[src/rtl/vga_timing_defs.sv]
// SVGA 800x600@60 raster constants shared by the sync generator and the screen renderers.
package vga_timing_defs;

    localparam int H_VISIBLE = 800;
    localparam int H_FRONT   = 40;
    localparam int H_SYNC    = 128;
    localparam int H_BACK    = 88;
    localparam int H_TOTAL   = H_VISIBLE + H_FRONT + H_SYNC + H_BACK;

    localparam int V_VISIBLE = 600;
    localparam int V_FRONT   = 1;
    localparam int V_SYNC    = 4;
    localparam int V_BACK    = 23;
    localparam int V_TOTAL   = V_VISIBLE + V_FRONT + V_SYNC + V_BACK;

    localparam logic SYNC_POL = 1'b1;

    localparam int WIN_X = 272;
    localparam int WIN_Y = 172;
    localparam int WIN_W = 256;
    localparam int WIN_H = 256;

    localparam int COL_W = 11;
    localparam int ROW_W = 10;
    localparam int ROM_W = 16;

    typedef logic [COL_W-1:0] col_t;
    typedef logic [ROW_W-1:0] row_t;
    typedef logic [ROM_W-1:0] rom_t;

    function automatic logic sync_level(input logic active, input logic pol);
        return active ? pol : ~pol;
    endfunction

endpackage

[src/rtl/vga_axis_counter.sv]
// One raster axis: wrapping position counter with carry-out and sync/visible decodes.
module vga_axis_counter
    import vga_timing_defs::*;
#(
    parameter int VISIBLE = H_VISIBLE,
    parameter int FRONT   = H_FRONT,
    parameter int SYNC    = H_SYNC,
    parameter int BACK    = H_BACK,
    parameter int CNT_W   = COL_W
) (
    input  logic             clk,
    input  logic             rst_n,
    input  logic             en,
    output logic [CNT_W-1:0] cnt,
    output logic             carry,
    output logic             in_sync,
    output logic             in_vis
);

    localparam int TOTAL    = VISIBLE + FRONT + SYNC + BACK;
    localparam int SYNC_BEG = VISIBLE + FRONT;
    localparam int SYNC_END = SYNC_BEG + SYNC;

    logic last;

    assign last  = (cnt == CNT_W'(TOTAL - 1));
    assign carry = en && last;

    always_ff @(posedge clk or negedge rst_n) begin
        if (!rst_n) begin
            cnt <= '0;
        end else if (carry) begin
            cnt <= '0;
        end else if (en) begin
            cnt <= cnt + CNT_W'(1);
        end
    end

    assign in_sync = (cnt >= CNT_W'(SYNC_BEG)) && (cnt < CNT_W'(SYNC_END));
    assign in_vis  = (cnt < CNT_W'(VISIBLE));

endmodule

[src/rtl/vga_sync_gen_module.sv]
// VGA raster source: sync, display enable, coordinates, image-window flag and bitmap ROM address.
module vga_sync_gen_module
    import vga_timing_defs::*;
#(
    parameter int   H_VISIBLE = vga_timing_defs::H_VISIBLE,
    parameter int   H_FRONT   = vga_timing_defs::H_FRONT,
    parameter int   H_SYNC    = vga_timing_defs::H_SYNC,
    parameter int   H_BACK    = vga_timing_defs::H_BACK,
    parameter int   V_VISIBLE = vga_timing_defs::V_VISIBLE,
    parameter int   V_FRONT   = vga_timing_defs::V_FRONT,
    parameter int   V_SYNC    = vga_timing_defs::V_SYNC,
    parameter int   V_BACK    = vga_timing_defs::V_BACK,
    parameter logic SYNC_POL  = vga_timing_defs::SYNC_POL,
    parameter int   WIN_X     = vga_timing_defs::WIN_X,
    parameter int   WIN_Y     = vga_timing_defs::WIN_Y,
    parameter int   WIN_W     = vga_timing_defs::WIN_W,
    parameter int   WIN_H     = vga_timing_defs::WIN_H
) (
    input  logic        CLK_40M,
    input  logic        RSTn,
    output logic        HSYNC_Sig,
    output logic        VSYNC_Sig,
    output logic        Ready_sig,
    output logic [10:0] Column_addr,
    output logic [9:0]  Row_addr,
    output logic        Line_start,
    output logic        Frame_start,
    output logic        In_window,
    output logic [15:0] Rom_addr
);

    if ((WIN_X + WIN_W > H_VISIBLE) || (WIN_Y + WIN_H > V_VISIBLE)) begin : g_win_check
        $error("vga_sync_gen_module: image window extends outside the visible area");
    end

    col_t h_cnt;
    row_t v_cnt;
    logic h_carry;
    logic v_carry_unused;
    logic h_sync, v_sync;
    logic h_vis, v_vis;

    vga_axis_counter #(
        .VISIBLE (H_VISIBLE),
        .FRONT   (H_FRONT),
        .SYNC    (H_SYNC),
        .BACK    (H_BACK),
        .CNT_W   (COL_W)
    ) u_h_axis (
        .clk     (CLK_40M),
        .rst_n   (RSTn),
        .en      (1'b1),
        .cnt     (h_cnt),
        .carry   (h_carry),
        .in_sync (h_sync),
        .in_vis  (h_vis)
    );

    vga_axis_counter #(
        .VISIBLE (V_VISIBLE),
        .FRONT   (V_FRONT),
        .SYNC    (V_SYNC),
        .BACK    (V_BACK),
        .CNT_W   (ROW_W)
    ) u_v_axis (
        .clk     (CLK_40M),
        .rst_n   (RSTn),
        .en      (h_carry),
        .cnt     (v_cnt),
        .carry   (v_carry_unused),
        .in_sync (v_sync),
        .in_vis  (v_vis)
    );

    // p0: combinational decode of the current counter position
    logic win_p0;
    logic ls_p0;
    logic fs_p0;
    rom_t rel_x_p0;
    rom_t rel_y_p0;
    rom_t rom_p0;

    assign win_p0 = (h_cnt >= COL_W'(WIN_X)) && (h_cnt < COL_W'(WIN_X + WIN_W)) &&
                    (v_cnt >= ROW_W'(WIN_Y)) && (v_cnt < ROW_W'(WIN_Y + WIN_H));
    assign ls_p0  = (h_cnt == '0);
    assign fs_p0  = ls_p0 && (v_cnt == '0);

    // Offsets wrap below the window corner, so the address is only taken inside it.
    assign rel_x_p0 = ROM_W'(h_cnt) - ROM_W'(WIN_X);
    assign rel_y_p0 = ROM_W'(v_cnt) - ROM_W'(WIN_Y);
    assign rom_p0   = win_p0 ? (rel_y_p0 * ROM_W'(WIN_W)) + rel_x_p0 : '0;

    // p1: registered outputs, one cycle behind the counters
    logic hsync_p1, vsync_p1, vld_p1, ls_p1, fs_p1, win_p1;
    col_t col_p1;
    row_t row_p1;
    rom_t rom_p1;

    always_ff @(posedge CLK_40M or negedge RSTn) begin
        if (!RSTn) begin
            hsync_p1 <= ~SYNC_POL;
            vsync_p1 <= ~SYNC_POL;
            vld_p1   <= 1'b0;
            ls_p1    <= 1'b0;
            fs_p1    <= 1'b0;
            win_p1   <= 1'b0;
            col_p1   <= '0;
            row_p1   <= '0;
            rom_p1   <= '0;
        end else begin
            hsync_p1 <= sync_level(h_sync, SYNC_POL);
            vsync_p1 <= sync_level(v_sync, SYNC_POL);
            vld_p1   <= h_vis && v_vis;
            ls_p1    <= ls_p0;
            fs_p1    <= fs_p0;
            win_p1   <= win_p0;
            col_p1   <= h_cnt;
            row_p1   <= v_cnt;
            rom_p1   <= rom_p0;
        end
    end

    assign HSYNC_Sig   = hsync_p1;
    assign VSYNC_Sig   = vsync_p1;
    assign Ready_sig   = vld_p1;
    assign Line_start  = ls_p1;
    assign Frame_start = fs_p1;
    assign In_window   = win_p1;
    assign Column_addr = col_p1;
    assign Row_addr    = row_p1;
    assign Rom_addr    = rom_p1;

endmodule

[config.mk]
export PLATFORM = sky130hd
export DESIGN_NAME = vga_sync_gen_module
export DESIGN_NICKNAME = d
export VERILOG_FILES = /design/src/rtl/vga_timing_defs.sv /design/src/rtl/vga_axis_counter.sv /design/src/rtl/vga_sync_gen_module.sv
export SDC_FILE = /design/constraint.sdc
export NUM_CORES = 1
export LEC_CHECK = 0
export CAP_MARGIN = 5
export CELL_PAD_IN_SITES_DETAIL_PLACEMENT = 0
export CELL_PAD_IN_SITES_GLOBAL_PLACEMENT = 1
export CORE_MARGIN = 2
export CORE_UTILIZATION = 45
export CTS_CLUSTER_SIZE = 16
export DETAILED_ROUTE_END_ITERATION = 8
export PLACE_DENSITY = 0.94
export SYNTH_ARGS = -nofsm -noshare
export SYNTH_HDL_FRONTEND = slang
export SYNTH_SLANG_ARGS = --single-unit
[constraint.sdc]
create_clock -name CLK_40M -period 5.95 [get_ports CLK_40M]
set_clock_uncertainty 0.05 [all_clocks]
set_input_delay 0.8925 -clock CLK_40M [delete_from_list [all_inputs] [get_ports CLK_40M]]
set_output_delay 0.8925 -clock CLK_40M [all_outputs]
set_load 0.01 [all_outputs]
* Word-level counts from Yosys, hierarchy flattened
Index checks and enable logic that the tools add are counted.
** Storage, ports and cells
- Output and inout bits :: 43
- Flip-flop bits (word level) :: 64
- Word-level logic and storage cells :: 45
** Operators by class
- Reduce and logical (&&, ||, !) cells :: 11
- Multiplexer cells :: 6
- Eq/ne operators :: 2
- Add/sub/neg operators :: 5
- Magnitude comparators :: 10
** Operator list (count)
- $lt 11x10->1 const B :: 3
- $lt 10x10->1 const B :: 2
- $mux 10 :: 2
- $add 16x16->16 :: 1
- $mux 16 :: 1
- $sub 11x9->12 const B :: 1
- $add 11x1->11 const B :: 1
- $eq 11x11->1 const B :: 1
- $ge 11x10->1 const B :: 1
- $ge 11x9->1 const B :: 1
- $logic_not 11->1 :: 1
- $mux 11 :: 1
- $add 10x1->10 const B :: 1
- $eq 10x10->1 const B :: 1
- $ge 10x10->1 const B :: 1
- $ge 10x8->1 const B :: 1
- $logic_not 10->1 :: 1
- $lt 10x9->1 const B :: 1
- $logic_and 1x1->1 :: 8
- $sub 8x8->8 const B :: 1
- $mux 1 :: 2
- $reduce_bool 2->1 :: 1

* Depth between registers and ports, before layout
Gate-level depths: netlist (run 1).
- Word-level depth :: 5
- Mapped depth :: 12

* Hierarchy
Synthesis (run 1) repeated with hierarchy kept, for this count alone.
** Second synthesis, totals
- Cells, all modules :: 269
- Area total of the unflattened synthesis :: 3017.9 sq um
** Modules (own cells, without submodules)
- vga_sync_gen_module :: seq. area each 1076.0 sq um, cells each 145, times used 1, area an instance 1779.2 sq um
- vga_axis_counter (u_v_axis) :: seq. area each 250.2 sq um, cells each 64, times used 1, area an instance 628.1 sq um
- vga_axis_counter (u_h_axis) :: seq. area each 275.3 sq um, cells each 60, times used 1, area an instance 610.6 sq um

* Least setup slack after synthesis (run 1)
OpenSTA, ideal clock, no wires.
- Path kind :: reg-to-reg
- Start point :: register u_h_axis.cnt[4]
- End point :: register rom_p1[14], in the netlist Rom_addr[14]
- Arrival :: 2.337 ns
- Buffers on the path :: 0
- Cell stages (with the launch flop) :: 11
- Clock period less this slack :: 2.512 ns
- Data required time :: 5.775 ns
- Slack :: 3.438 ns
- Path through :: dfrtp_1 -> or4_4 -> nand2_1 -> xor2_1 -> inv_1 -> fa_1 -> nor2b_1 -> o21a_1 -> o21ai_0 -> mux2i_1 -> a21oi_1
** On the way
- Word-level cells in the longest chain between the ends :: 5
- Elaborated cells on any way between the ends :: 8
** RTL lines
- start, declared :: line vga_axis_counter.sv:14 : output logic [CNT_W-1:0] cnt,
- start signal, assigned :: line vga_axis_counter.sv:35 : cnt <= cnt + CNT_W'(1);
- branches (longest 4 deep; another with $add 16x16->16)
- $mux 16 * :: line vga_sync_gen_module.sv:91 : assign rom_p0 = win_p0 ? (rel_y_p0 * ROM_W'(WIN_W)) + rel_x_p0 : '0;
- via rom_p0[14] :: line vga_sync_gen_module.sv:81 : rom_t rom_p0;
- end signal, assigned :: line vga_sync_gen_module.sv:119 : rom_p1 <= rom_p0;
- end, declared :: line vga_sync_gen_module.sv:97 : rom_t rom_p1;
Mark *: on every way through the listed nets, which the timed path passes.
A chain may end at the register's enable or synchronous reset.

* Worst setup path in the final report (run 1)
- Start point :: register u_h_axis.cnt[7]
- End point :: register rom_p1[14], in the netlist Rom_addr[14]
The elaborated chain is that of the path after synthesis.

==> impl_metrics.tcl, run 1 <==
set metrics [dict create \
    ios 45 \
    cts_resized 0 \
    syn_nets 285 \
    clkLatencyLatePin_ns 0.35 \
    min_period_over_period 0.4704 \
    path_clk_slew_ns 0.07 \
    final_hold_viol_count 0 \
    setup.worst_path.end "Rom_addr[14]" \
    initial_core_util 0.4649 \
    detail-route-antenna-nets 0 \
    synth_top_family_by_area "simple AND/OR/NAND/NOR gates" \
    min_period_ns 2.799 \
    yosysMostFrequentCell "dfrtp_1" \
    path_cells "or4_4, nand2_1, xor2_1, inv_1, fa_1, nor2b_1, o21a_1, o21ai_0, mux2i_1, a21oi_1" \
    required_ns 6.10 \
    post-synth-top-area-cell "dfrtp_1" \
    cp_slowest_cell "or4_4" \
    core_area_sq_mm 0.006314 \
    report.final.slew_viol_count 0 \
    crit_path_end_kind "flip-flop" \
    dieWidth_um 84.77 \
    clock-root-buffer "clkbuf_8" \
    r2r_end "Rom_addr[14]" \
    post-cts-setup-buffer-count 0 \
    syn_area_sq_mm 0.002935 \
    ys_async_sr_fraction 1.000 \
    htree_levels 3 \
    worst_pin_slew_ns 0.7613 \
    drc 0 \
    synth-simple-area-share 0.1616 \
    setup_viol 0 \
    synth_compound_gate_area_share 0.07289 \
    yosys-top-cells-area "dfrtp_1 (55%), ha_1 (8.1%), nor2_1 (4.0%)" \
    slew_headroom 0.4925 \
    gr-total-overflow 0 \
    whs_ns 0.3938 \
    antenna_found_initial 0 \
    holdBufCountCts 0 \
    synthMuxAreaShare 0.006820 \
    criticalPathCategory "flip-flop to flip-flop" \
    dpl.hpwl_mm 3.934 \
    num-nets-final 329 \
    wirelength_mm 5.615 \
    synth_top_flop_cell "dfrtp_1" \
    hp-class "flip-flop to flip-flop" \
    track_usage 0.1699 \
    ir_drop_v 0.0001320 \
    startpoint_type "flip-flop" \
    synthCells 263 \
    synth_cell_type_count 39 \
    critPathArrivalTime_ns 2.95 \
    grt_pass1_vias 1953 \
    r2r_setup_slack_ns 3.15 \
    row_count 29 \
    status "complete, no violations" \
    synth-xor-area-share 0.08227 \
    rsz0062_at_grt "false" \
    port_buffers 44 \
    p_leak_nw 1.707 \
    drt_iter0_markers 108 \
    r2r-start "u_h_axis.cnt[7]" \
    fmax_mhz 357.3 \
    fin_setup_tns_ns 0 \
    reg2reg_depth 10 \
    finalWeightedCongestion 0.8503 \
    cap_violations 0 \
    synth-adder-area-share 0.08781 \
    yosysWarnings 0 \
    syn_area_per_cell_sq_um 11.16 \
    syn_to_final_growth_pct 23.66 \
    final-seq-area_sq_mm 0.001602 \
    power.density_mw_per_mm2 233.7 \
    die_area_sq_mm 0.007185 \
    synth-edff-count 0 \
    drive_above_1_share 0.06731 \
    ys_seq_area_frac 0.5456 \
    diodes 0 \
    slowest_delay_ns 0.61 \
    cts.sinks 64 \
    n_fill_cell 541 \
    die_h_um 84.77 \
    cts_tree "yes" \
    wl_per_cell_um 14.43 \
    numCtsBuffers 9 \
    synth-seq-cells 64 \
    grt_max_degree 65 \
    synth.top_cell.area_share 0.5456 \
    grt_pass1_wl_mm 9.411 \
    ys_top_cells_by_count "dfrtp_1 (64), nor2_1 (31), ha_1 (19), inv_1 (16), xor2_1 (13)" \
    viasPerCell 5.226 \
    crit_path_max_fanout 12 \
    vias 2033 \
    clockBufferDepth 2 \
    firstDrtPassIters 5 \
    setup.worst_path.start "u_h_axis.cnt[7]" \
    multi_input_area_sq_mm 0.001207 \
]
[layout make-up]
| cell class | count | share of cell area |
|---|---|---|
| clock buffers | 13 | 0.04102 |
| well taps | 77 | 0.02654 |
| repair buffers | 46 | 0.1241 |
| clock inverters | 3 | 0.01792 |
| inverters | 16 | 0.01655 |
| flip-flops and latches | 64 | 0.4412 |
| multi-input cells | 170 | 0.3326 |
[flip-flops by register name, summed over array words and instances, names as in the netlist, 10 cells and up]
name          count
Rom_addr         16
u_h_axis.cnt     11
u_v_axis.cnt     10
Row_addr         10
Column_addr      11
[placed cells by master, fill, tap and decap left out, types with 2 or more instances in the layout]
master           instances
dfrtp_1                 64
clkdlybuf4s50_1         43
nor2_1                  31
ha_1                    19
inv_1                   16
xor2_1                  13
xnor2_1                 12
nor3_1                  11
a21oi_1                 10
clkbuf_8                10
nand2_1                  9
o21ai_0                  8
nand3_1                  6
nand4_1                  6
and3_1                   5
a21o_1                   4
nor2b_1                  4
o31ai_1                  4
o21a_1                   3
nor4_1                   3
nor4b_1                  3
clkbuf_1                 3
nand4bb_1                2
nor3b_2                  2
mux2i_1                  2
bufinv_16                2
buf_4                    2
[critical path: cells and delay by family, from the launching register on]
family | cells | cell delay [ns]
xor+xnor | 1 | 0.20
fa+ha+maj | 1 | 0.41
mux | 1 | 0.17
compound gates | 3 | 0.33
buf+inv | 1 | 0.09
flops | 1 | 0.53
simple gates | 3 | 0.87
[worst min path at each step]
stage	end	start	slack [ns]	cells past startpoint
2_1_floorplan	Column_addr[10]	u_h_axis.cnt[10]	0.30	0
4_1_cts	Column_addr[1]	u_h_axis.cnt[1]	0.39	0
6_report	Column_addr[1]	u_h_axis.cnt[1]	0.39	0
3_5_place_dp	Column_addr[1]	u_h_axis.cnt[1]	0.38	0
3_3_place_gp	Column_addr[1]	u_h_axis.cnt[1]	0.37	0
5_1_grt	Column_addr[1]	u_h_axis.cnt[1]	0.41	0
[routing by layer]
| layer | global-route usage | vias to the layer above | share of wire |
|---|---|---|---|
| met3 | 0.03933 | 9 | 0.041 |
| met5 | 0 | - | 0 |
| met1 | 0.2330 | 1007 | 0.47 |
| li1 | - | 979 | - |
| met2 | 0.2491 | 38 | 0.47 |
| met4 | 0.09524 | 0 | 0.016 |
[where the power goes]
group          switching, W  internal [W]
logic            0.00000765   0.000000652
registers                 0      0.000435
clock network      0.000158      0.000247
[logic make-up (layout without fill, tap and decap cells)]
group,count (synthesis),in the layout
multiplexers,2,2
AND/OR/NAND/NOR,88,88
adder cells (fa/ha/maj),20,20
buffers and inverters,29,78
AO/OA/AOI/OAI,34,34
flip-flops,64,64
XOR/XNOR,26,26
[through the flow]
| stage | utilization | instance area (sq um) | power (W) | cells | setup slack, ns |
|---|---|---|---|---|---|
| 6_report | 0.5749 | 3630 | 0.0008484 | 389 | 3.151 |
| 5_1_grt | 0.5749 | 3630 | 0.0008748 | 389 | 2.900 |
| 4_1_cts | 0.5749 | 3630 | 0.0008561 | 389 | 3.144 |
| 3_5_place_dp | 0.5410 | 3416 | 0.0004524 | 373 | 3.155 |
| 3_3_place_gp | 0.5410 | 3416 | 0.0004522 | 373 | 3.251 |
| 2_1_floorplan | - | 2935 | 0.0004433 | 263 | 3.438 |
No activity file was read; power rests on OpenSTA's default activity.
==> run 2, diff against run 1 <==
- CORE_UTILIZATION: 45 -> 38
- PLACE_DENSITY: 0.94 -> 0.86
- clock period: 5.95 -> 2.32 ns (I/O delays scaled with it)
==> run 2 against run 1 <==
The run now ends with negative setup slack left; via count increased by 3.6%; maximum frequency increased by 19%; sequential share of layout area decreased by 3.7 points; worst hold slack got worse by 0.00098 ns; die area increased by 18%; sequential power increased to 2.6 times the previous value; count of clock-buffer cells in the layout decreased by 2; critical path depth unchanged; final area increased by 9.2%; register-to-register slack got worse by 3.2 ns; critical endpoint unchanged; largest cell class unchanged.
==> impl_metrics.tcl, run 2 (synthesized netlist as in run 1, its figures left out) <==
set metrics [dict create \
    fmax_mhz 423.4 \
    r2r-start "u_h_axis.cnt[7]" \
    dpl.hpwl_mm 4.400 \
    cts.sinks 64 \
    dieWidth_um 91.89 \
    grt_pass1_vias 2117 \
    crit_path_max_fanout 3 \
    detail-route-antenna-nets 0 \
    grt_pass1_wl_mm 10.49 \
    gr-total-overflow 0 \
    wirelength_mm 6.288 \
    r2r_end "Rom_addr[14]" \
    report.final.slew_viol_count 0 \
    die_h_um 91.89 \
    reg2reg_depth 10 \
    row_count 32 \
    rsz0062_at_grt "true" \
    dpl_cell_area_sq_mm 0.003674 \
    layout_commonest_cell "dfrtp_1" \
    diodes 0 \
    drt_iter0_markers 176 \
    antenna_found_initial 0 \
    stdcell_count 442 \
    worst_pin_slew_ns 0.6328 \
    clkLatencyLatePin_ns 0.34 \
    grt_max_degree 65 \
    numCtsBuffers 9 \
    startpoint_type "flip-flop" \
    ios 45 \
    cp_num_cells 10 \
    drive_above_1_share 0.1882 \
    path_clk_slew_ns 0.07 \
    status "finished with violations" \
    cts_tree "yes" \
    min_period_over_period 1.018 \
    wl_per_cell_um 14.23 \
    htree_levels 3 \
    path_buf_inv 1 \
    path_cells "or4_4, nand2_2, xor2_2, inv_1, fa_2, nor2b_2, o21a_1, o21ai_2, mux2i_1, a21oi_1" \
    layout_common_cells "dfrtp_1 (63), clkdlybuf4s50_1 (43), nor2_1 (30)" \
    hp-class "flip-flop to flip-flop" \
    place_ws_ns -0.1093 \
    r2r_setup_slack_ns -0.04 \
    required_ns 2.50 \
    setup.worst_path.start "u_h_axis.cnt[7]" \
    drc 0 \
    ir_drop_v 0.0002450 \
    track_usage 0.1616 \
    num-nets-final 357 \
    finalInstanceArea_sq_mm 0.003964 \
    cp_slowest_cell "or4_4" \
    slew_headroom 0.5742 \
    clockBufferDepth 2 \
    crit_path_end_kind "flip-flop" \
    final_hold_viol_count 0 \
    place_inst 423 \
    violations "negative setup slack" \
    critPathArrivalTime_ns 2.54 \
    critical_path.top_delay_family "simple AND/OR/NAND/NOR gates" \
    die_area_sq_mm 0.008444 \
    port_buffers 44 \
    fin_ws_ns -0.04181 \
    slowest_delay_ns 0.58 \
    min_period_ns 2.362 \
    post-route-util 0.5211 \
    criticalPathCategory "flip-flop to flip-flop" \
    clock-root-buffer "clkbuf_8" \
    firstDrtPassIters 4 \
    setup_viol 1 \
    largest_reg_flops 16 \
    setup.worst_path.end "Rom_addr[14]" \
    core_area_sq_mm 0.007607 \
    p_leak_nw 1.870 \
    finalWeightedCongestion 0.7994 \
    cap_violations 0 \
    vias 2106 \
    syn_to_final_growth_pct 35.04 \
    viasPerCell 4.765 \
    power.density_mw_per_mm2 555.2 \
    initial_core_util 0.3859 \
    whs_ns 0.3928 \
]
==> run 2: report_power, final <==
group	switching (W)	total [W]	internal, W
clock network	0.000424	0.00106	0.000634
registers	0	0.00112	0.00112
logic	0.0000211	0.0000264	0.00000527
==> run 2: area by class of cell <==
class,instances,area [sq um]
clock inverters,5,81.33
inverters,16,60.06
fillers,693,3643
well taps,102,127.6
multi-input cells,170,1262
clock buffers,11,141.4
flip-flops and latches,64,1603
repair buffers,74,688.2
==> run 2: worst register-to-register path: cells and delay by family, from the launching register on <==
family / cells / cell delay, ns
AO/OA/AOI/OAI: 3 / 0.30
XOR/XNOR: 1 / 0.16
adder cells (fa/ha/maj): 1 / 0.34
buffers and inverters: 1 / 0.07
flip-flops: 1 / 0.38
multiplexers: 1 / 0.13
AND/OR/NAND/NOR: 3 / 0.81
==> run 2: what timing repair did <==
| action | in CTS | in global routing |
|---|---|---|
| pin swaps | 6 | 3 |
| setup endpoints to repair | 5 | 5 |
| buffers inserted | 1 | 1 |
| hold buffers | 1 | 0 |
| resized for setup | 8 | 3 |
| hold endpoints to repair | 64 | 0 |
==> run 2: through the flow <==
stage / TNS, ns / power, W
finish: -0.04181 / 0.002201
global route: -0.6294 / 0.002276
CTS: -0.04122 / 0.002222
detailed placement: -0.3093 / 0.001164
global placement: -0.1363 / 0.001163
floorplan: -0.1255 / 0.001137
==> run 2: worst min path at each step <==
| stage | from | endpoint | depth (start not counted) |
|---|---|---|---|
| final | u_h_axis.cnt[1] | Column_addr[1] | 0 |
| after global routing | u_h_axis.cnt[1] | Column_addr[1] | 0 |
| after CTS | u_h_axis.cnt[1] | Column_addr[1] | 0 |
| after detailed placement | RSTn | In_window | 2 |
| after global placement | RSTn | Rom_addr[1] | 2 |
| after floorplan | RSTn | Column_addr[0] | 0 |
==> run 2: per-layer routing <==
metal | global-route usage | part of all wire
met5 | 0 | 0
met4 | 0.06468 | 0.021
met3 | 0.03698 | 0.040
met2 | 0.2494 | 0.48
met1 | 0.2213 | 0.46
==> run 3, diff against run 2 <==
- REMOVE_ABC_BUFFERS: not set -> 1
==> run 3 against run 2 <==
The flow still finishes with violations (negative setup slack); count of clock-buffer cells in the layout unchanged; global-route usage down 0.12 points; sequential share of layout area down 1.6 points; largest cell class unchanged.
==> impl_metrics.tcl, run 3 (synthesized netlist as in run 1, its figures left out) <==
set metrics [dict create \
    wirelength_mm 6.573 \
    crit_path_max_fanout 2 \
    cap_violations 0 \
    slew_headroom 0.6382 \
    final_hold_viol_count 0 \
    required_ns 2.50 \
    grt_pass1_wl_mm 10.37 \
    layout_commonest_cell "dfrtp_1" \
    min_period_ns 2.379 \
    numCtsBuffers 9 \
    wl_per_cell_um 14.57 \
    clock-root-buffer "clkbuf_8" \
    p_leak_nw 1.922 \
    grt_pass1_vias 2135 \
    initial_core_util 0.3859 \
    multi_input_area_sq_mm 0.001351 \
    path_cells "or4_4, nand2_4, xor2_2, inv_1, fa_2, nor2b_4, o21a_1, o21ai_2, mux2i_1, a21oi_1" \
    status "finished with violations" \
    rsz0062_at_grt "true" \
    diodes 0 \
    crit_path_end_kind "flip-flop" \
    cp_num_cells 10 \
    report.final.slew_viol_count 0 \
    n_fill_cell 666 \
    setup.worst_path.start "u_h_axis.cnt[7]" \
    syn_to_final_growth_pct 40.66 \
    hp-class "flip-flop to flip-flop" \
    vias 2188 \
    dieWidth_um 91.89 \
    layout_common_cells "dfrtp_1 (64), clkdlybuf4s50_1 (43), buf_4 (33)" \
    slowest_delay_ns 0.58 \
    drive_above_1_share 0.2292 \
    setup_viol 3 \
    finalWeightedCongestion 0.8827 \
    die_h_um 91.89 \
    path_clk_slew_ns 0.07 \
    drt_iter0_markers 131 \
    num-nets-final 366 \
    clkLatencyLatePin_ns 0.34 \
    htree_levels 3 \
    core_area_sq_mm 0.007607 \
    min_from "u_h_axis.cnt[1]" \
    reg2reg_depth 10 \
    violations "negative setup slack" \
    finalPower_w 0.002215 \
    criticalPathCategory "flip-flop to flip-flop" \
    cp_slowest_cell "or4_4" \
    largest_reg_flops 16 \
    dpl.hpwl_mm 4.401 \
    critical_path.top_delay_family "simple AND/OR/NAND/NOR gates" \
    viasPerCell 4.851 \
    row_count 32 \
    port_buffers 44 \
    worst_pin_slew_ns 0.5378 \
    drc 0 \
    r2r-start "u_h_axis.cnt[7]" \
    final-seq-area_sq_mm 0.001602 \
    grt_max_degree 25 \
    startpoint_type "flip-flop" \
    track_usage 0.1604 \
    power.density_mw_per_mm2 536.4 \
    detail-route-antenna-nets 0 \
    critPathArrivalTime_ns 2.56 \
    ir_drop_v 0.0002750 \
    fmax_mhz 420.4 \
    min_period_over_period 1.025 \
    post-route-util 0.5428 \
    hold_depth 0 \
    antenna_found_initial 0 \
    path_buf_inv 1 \
    cts.sinks 64 \
    ios 45 \
    cts_tree "yes" \
    gr-total-overflow 0 \
    die_area_sq_mm 0.008444 \
    fin_ws_ns -0.05871 \
    firstDrtPassIters 4 \
    clockBufferDepth 2 \
]
-- run 3: worst register-to-register path, stage by stage (launching register included) --
cell and delay (ns):
dfrtp_1 0.38, or4_4 0.58, nand2_4 0.09, xor2_2 0.15
inv_1 0.07, fa_2 0.37, nor2b_4 0.13, o21a_1 0.16
o21ai_2 0.07, mux2i_1 0.14, a21oi_1 0.08
-- run 3: through the flow --
step	TNS (ns)	hold slack, ns	instance area [sq um]	setup WS (ns)	cells
floorplan	-0.7178	0.002409	2869	-0.2321	250
global placement	-0.4455	0.3071	3685	-0.1363	428
detailed placement	-0.5555	0.3114	3685	-0.2081	428
CTS	-0.06355	0.3924	4051	-0.06102	448
global route	-0.6080	0.4142	4129	-0.1790	451
finish	-0.09179	0.3858	4129	-0.05871	451
-- run 3: routing by layer --
metal | track usage | up-vias | share of wire
li1 | - | 1056 | -
met1 | 0.2188 | 1055 | 0.47
met2 | 0.2359 | 65 | 0.46
met3 | 0.04930 | 12 | 0.044
met4 | 0.07214 | 0 | 0.023
met5 | 0 | - | 0
-- run 3: worst paths after layout --
kind,to,slack [ns]
setup reg to reg,Rom_addr[14],-0.06
hold / removal,Column_addr[1],0.39
min in group asynchronous,Column_addr[0],0.48
max in group asynchronous,u_v_axis.cnt[9],1.06
setup / recovery,Rom_addr[14],-0.06
hold reg to reg,Column_addr[1],0.39
-- run 3: final cells by class --
cell class	count	share of cell area
clock inverters	5	0.01909
clock buffers	11	0.03667
well taps	102	0.03091
multi-input cells	170	0.3273
repair buffers	83	0.1836
inverters	16	0.01455
flip-flops and latches	64	0.3879
-- run 3: where the power goes --
group	internal (W)	switching, W	leakage, nW
Clock	0.000661	0.000413	0.119
Sequential	0.00112	0	0.865
Combinational	0.00000388	0.0000213	0.938
Total	0.00178	0.000434	1.92
-- run 3: repair_timing --
| item | 4_1_cts | 5_1_grt |
|---|---|---|
| setup endpoints to repair | 5 | 8 |
| pin swaps | 9 | 9 |
| gates resized for setup | 21 | 11 |
| hold buffers | 1 | 0 |
| buffers inserted | 3 | 3 |
| endpoints found under the hold margin | 22 | 0 |
